File: src/rtl/bcd_time_pkg.sv
// Shared constants and BCD helper functions for the MM:SS time counter.
package bcd_time_pkg;

  localparam int               BCD_W     = 4;
  localparam logic [BCD_W-1:0] BCD_MAX   = 4'd9;
  localparam logic [7:0]       SEC_LIMIT = 8'h59;

  // True when both nibbles of a packed two-digit value are decimal digits.
  function automatic logic is_bcd(input logic [2*BCD_W-1:0] b);
    return (b[2*BCD_W-1:BCD_W] <= BCD_MAX) && (b[BCD_W-1:0] <= BCD_MAX);
  endfunction

  // Converts a decimal integer 0..99 into packed two-digit BCD.
  function automatic logic [2*BCD_W-1:0] to_bcd(input int v);
    return {4'(v / 10), 4'(v % 10)};
  endfunction

endpackage

File: src/rtl/bcd_pair_counter.sv
// Two-digit BCD counter that wraps to 00 after LIMIT (LIMIT given in BCD).
// Priority: reset > clear > load > increment.
module bcd_pair_counter
  import bcd_time_pkg::*;
#(
  parameter logic [7:0] LIMIT = SEC_LIMIT
) (
  input  logic       clk,
  input  logic       i_rst,
  input  logic       i_clear,
  input  logic       i_load,
  input  logic [7:0] i_load_val,
  input  logic       i_inc,
  output logic [7:0] o_value,
  output logic       o_carry
);

  logic [BCD_W-1:0] r_units;
  logic [BCD_W-1:0] r_tens;

  // Wrap signal for the next stage: only while actually incrementing from LIMIT.
  assign o_carry = i_inc && ({r_tens, r_units} == LIMIT);
  assign o_value = {r_tens, r_units};

  // Digit registers: decimal increment with units-to-tens carry, wrap at LIMIT.
  always_ff @(posedge clk) begin
    if (i_rst || i_clear) begin
      r_units <= '0;
      r_tens  <= '0;
    end else if (i_load) begin
      r_tens  <= i_load_val[7:4];
      r_units <= i_load_val[3:0];
    end else if (i_inc) begin
      if ({r_tens, r_units} == LIMIT) begin
        r_units <= '0;
        r_tens  <= '0;
      end else if (r_units == BCD_MAX) begin
        r_units <= '0;
        r_tens  <= r_tens + 4'd1;
      end else begin
        r_units <= r_units + 4'd1;
      end
    end
  end

endmodule

File: src/rtl/bcd_time_counter.sv
// MM:SS packed-BCD time keeper driven by the divider's slow square wave.
// Each qualifying tick_in edge advances one second; supports run/stop,
// clear and a validated preset load with ack/err strobes.
module bcd_time_counter
  import bcd_time_pkg::*;
#(
  parameter bit BOTH_EDGES = 1'b0,
  parameter int MIN_LIMIT  = 59
) (
  input  logic       clk,
  input  logic       rst,
  input  logic       tick_in,
  input  logic       run,
  input  logic       clear,
  input  logic       load,
  input  logic [7:0] load_min,
  input  logic [7:0] load_sec,
  output logic [7:0] min,
  output logic [7:0] sec,
  output logic       sec_pulse,
  output logic       rollover,
  output logic       load_ack,
  output logic       load_err
);

  localparam logic [7:0] MIN_LIMIT_BCD = to_bcd(MIN_LIMIT);

  logic r_tick_d;
  logic r_sec_pulse;
  logic r_rollover;
  logic r_load_ack;
  logic r_load_err;

  logic w_edge;
  logic w_load_valid;
  logic w_do_load;
  logic w_do_reject;
  logic w_do_adv;
  logic w_sec_carry;
  logic w_min_carry;

  // Delayed copy of tick_in; also tracks during reset so release never fakes an edge.
  always_ff @(posedge clk) begin
    r_tick_d <= tick_in;
  end

  assign w_edge = BOTH_EDGES ? (tick_in ^ r_tick_d) : (tick_in & ~r_tick_d);

  assign w_load_valid = is_bcd(load_min) && is_bcd(load_sec) &&
                        (load_sec <= SEC_LIMIT) && (load_min <= MIN_LIMIT_BCD);

  // Event resolution: clear beats load beats advance; losers are discarded.
  assign w_do_load   = load & ~clear & w_load_valid;
  assign w_do_reject = load & ~clear & ~w_load_valid;
  assign w_do_adv    = w_edge & run & ~clear & ~load;

  bcd_pair_counter #(.LIMIT(SEC_LIMIT)) u_sec (
    .clk        (clk),
    .i_rst      (rst),
    .i_clear    (clear),
    .i_load     (w_do_load),
    .i_load_val (load_sec),
    .i_inc      (w_do_adv),
    .o_value    (sec),
    .o_carry    (w_sec_carry)
  );

  bcd_pair_counter #(.LIMIT(MIN_LIMIT_BCD)) u_min (
    .clk        (clk),
    .i_rst      (rst),
    .i_clear    (clear),
    .i_load     (w_do_load),
    .i_load_val (load_min),
    .i_inc      (w_sec_carry),
    .o_value    (min),
    .o_carry    (w_min_carry)
  );

  // One-cycle strobes, aligned with the cycle in which the time registers change.
  always_ff @(posedge clk) begin
    if (rst) begin
      r_sec_pulse <= 1'b0;
      r_rollover  <= 1'b0;
      r_load_ack  <= 1'b0;
      r_load_err  <= 1'b0;
    end else begin
      r_sec_pulse <= w_do_adv;
      r_rollover  <= w_min_carry;
      r_load_ack  <= w_do_load;
      r_load_err  <= w_do_reject;
    end
  end

  assign sec_pulse = r_sec_pulse;
  assign rollover  = r_rollover;
  assign load_ack  = r_load_ack;
  assign load_err  = r_load_err;

endmodule

File: config.mk
export PLATFORM = sky130hd
export DESIGN_NAME = bcd_time_counter
export DESIGN_NICKNAME = d
export VERILOG_FILES = /design/src/rtl/bcd_time_pkg.sv /design/src/rtl/bcd_pair_counter.sv /design/src/rtl/bcd_time_counter.sv
export SDC_FILE = /design/constraint.sdc
export NUM_CORES = 1
export LEC_CHECK = 0
export CORE_MARGIN = 5
export CORE_UTILIZATION = 45
export CTS_CLUSTER_SIZE = 28
export DETAILED_ROUTE_END_ITERATION = 8
export PLACE_DENSITY = 0.87
export SYNTH_ARGS = -nofsm -noshare
export SYNTH_HDL_FRONTEND = slang
export SYNTH_SLANG_ARGS = --single-unit
File: constraint.sdc
create_clock -name clk -period 2.9 [get_ports clk]
set_clock_uncertainty 0.15 [all_clocks]
set_input_delay 0.87 -clock clk [delete_from_list [all_inputs] [get_ports clk]]
set_output_delay 0.87 -clock clk [all_outputs]
set_load 0.01 [all_outputs]
==> out/metrics.yaml <==
outcome: "completed"
io_pins: 42
grt-ovfl-total: 0
arrival_ns: 2.77
wl_per_cell_um: 17.3
p_leak_nw: 0.622
path_cells: "clkdlybuf4s50_1, nor4b_4, nand4_4, or4_1, a311oi_1"
syn_area_um2: 1220
ctsRootBufferMaster: "clkbuf_4"
tritoncts: "yes"
power.density_nw_per_um2: 288
setup-violations-final: 0
min_period_ns: 2.70
final_nets: 222
syn-num-nets: 169
insertedDiodeCount: 0
syn_inst: 141
rsz0062_at_grt: "false"
initial_core_util_pct: 48.3
core-area_um2: 2520
synth_top_area_cell: "dfxtp_1"
worstMarginPinSlew_ns: 0.511
dp_cells: 219
maxSlewHeadroom_pct: 65.8
peakVddDrop_mv: 0.187
p_switching_mw: 0.124
swShare_pct: 24.4
max_freq_mhz: 371
synth_top_area_share_pct: 34.5
crit_family: "simple AND/OR/NAND/NOR gates"
clock_latency_ns: 0.30
synth_area_leaders: "dfxtp_1 (35%), ha_1 (6.2%), o21ai_0 (4.5%), a311oi_1 (4.3%), nor3_1 (4.1%)"
critical_path.slowest_cell: "or4_1"
fill_cells: 217
die_area_um2: 3850
die_height_um: 62.0
fp-row-count: 18
hold_viol: 0
ant_nets: 0
place_area_um2: 1740
cts_hold_buf: 0
finalWirelength_mm: 3.87
via_per_inst: 6.21
grt_max_degree: 15
numCtsBuffers: 3
grt_pass1_vias: 1424
dieWidth_um: 62.0
cts_setup_buffers: 0
first_pass_iters: 4
fin_cells: 223
design_area_um2: 1770
pre_cts_slack_ns: -0.0775
clkPwrFrac_pct: 28.7
worstSetupEndpointType: "flop"
async_reset_ff_share_pct: 0
p_int_mw: 0.386
drc: 0
syn_area_per_cell_um2: 8.63
drtIter0Drc: 67
pwr-share-comb_pct: 13.8
ctsHtreeMaxLevel: 1
portBuffers: 41
clkTransAtPathRegs_ns: 0.12
crit_required_ns: 2.97
cts_resized: 0
antenna_found_initial: 0
crit_path_max_fanout: 7
hpwlAfterDp_mm: 2.93
hold_class: "reg2reg"
postLayoutCoreUtil_pct: 70.2
grt_use_total_pct: 22.4
ys_warn_count: 0
grt_first_pass_wirelength_mm: 6.48
crit_type: "in2reg"
clock_sinks: 21
fin_hold_ws_ns: 0.401
worst_slack_ns: 0.202
critPathMaxStageDelay_ns: 0.53
area_growth_pct: 45.4
ys_seq_area_share_pct: 34.5
drv_slew: 0
synth_edf_count: 0
yosys.cell_types.count: 35
ctsLongestPathBuffers: 2
routabilityCongestion: 0.910
start_kind: "primary input"
synthFlopType: "dfxtp_1"
drive_gt1_share_pct: 11.4
path_buf_inv: 1
power_frac_seq_pct: 57.5
synth-seq-cells: 21
cap_viol_max_count: 0
vias: 1385
period_share_pct: 93.0
==> power by group through the flow <==
stage / clock network [mW] / logic, mW / registers, mW
finish: 0.146 / 0.0704 / 0.293
floorplan: 0 / 0.0188 / 0.300
global placement: 0 / 0.0677 / 0.299
CTS: 0.145 / 0.0697 / 0.293
detailed placement: 0 / 0.0694 / 0.300
global route: 0.159 / 0.0748 / 0.294
==> flip-flops by register name, indices dropped and copies added (netlist names) <==
| name | cells |
|---|---|
| u_min.r_units | 4 |
| sec_pulse | 1 |
| r_tick_d | 1 |
| load_ack | 1 |
| u_sec.r_units | 4 |
| load_err | 1 |
| u_sec.r_tens | 4 |
| u_min.r_tens | 4 |
| rollover | 1 |
==> worst paths after layout <==
check                                       from               to  slack [ns]  depth (start not counted)
worst max-delay path                       clear  u_min.r_tens[2]        0.20                          5
worst min-delay path             u_min.r_tens[3]  u_min.r_tens[3]        0.40                          2
worst max register to register  u_sec.r_units[0]  u_min.r_tens[2]        0.69                          5
worst min register to register   u_min.r_tens[3]  u_min.r_tens[3]        0.40                          2
==> Yosys cell counts (4+ instances only) <==
master and n:
ha_1 6, clkbuf_1 6, nor2b_1 5, nand2_1 6
a311oi_1 6, a211oi_1 5, or3_1 4, o21ai_0 11
nand3_1 5, o31ai_1 5, dfxtp_1 21, nor3_1 10
or4_1 5, nor2_1 7, inv_1 6
==> cell type report <==
class | count | area [um2] | share of cell area [%]
tap | 30 | 37.5 | 2.12
sequential | 21 | 420 | 23.7
inverter | 6 | 22.5 | 1.27
multi-input combinational | 107 | 748 | 42.3
clock buffer | 4 | 26.3 | 1.48
timing repair buffer | 55 | 515 | 29.1
==> logic make-up (layout without fill, tap and decap cells) <==
kind of cell             Yosys count  after routing  synth area share, %
AND/OR/NAND/NOR                   61             61                 32.1
AO/OA/AOI/OAI                     36             36                 20.0
flip-flops                        21             21                 34.5
XOR/XNOR                           1              1                0.720
multiplexers                       3              3                 2.47
adder cells (fa/ha/maj)            6              6                 6.17
buffers and inverters             13             65                 4.01
==> per-stage QoR <==
step | setup TNS, ns | power, mW
finish | 0 | 0.510
global route | 0 | 0.528
CTS | 0 | 0.508
detailed placement | -0.291 | 0.369
global placement | -0.00183 | 0.367
floorplan | 0 | 0.319
==> tightest hold or removal path, delay by kind of cell, from the launching register on <==
family / cells / cell delay, ns
DFF: 1 / 0.36
AOI/OAI and AO/OA: 2 / 0.15
==> cells in the final DEF (no fill, tap or decap) <==
master / count
xor2_1: 1
o31ai_1: 5
or4_1: 5
nor4bb_1: 1
nand4_4: 1
clkbuf_1: 1
and2_1: 2
a211oi_1: 5
ha_1: 6
dfxtp_1: 21
and3b_1: 2
or3_1: 4
a21oi_1: 3
and3_1: 1
and4b_1: 2
nor2_1: 7
o221a_2: 1
a21o_1: 1
or2_2: 2
nor3_1: 10
nor4b_4: 1
nand4b_1: 1
o21ai_0: 11
nor4b_1: 1
mux2i_1: 3
nor2b_1: 5
nand2_1: 6
nand4_1: 3
a311oi_1: 6
nand2b_1: 2
clkbuf_4: 3
o31a_1: 1
buf_4: 14
nand3_1: 5
a31oi_1: 3
clkdlybuf4s50_1: 41
inv_1: 6
==> routing by layer <==
layer  part of all wire (%)  track usage (%)  vias up
li1                       -                -      643
met3                    7.3             4.75       12
met4                    2.3             7.58        0
met2                     50             39.6       66
met1                     40             26.5      664
met5                      0                0        -
No activity file was read; power rests on OpenSTA's default activity.
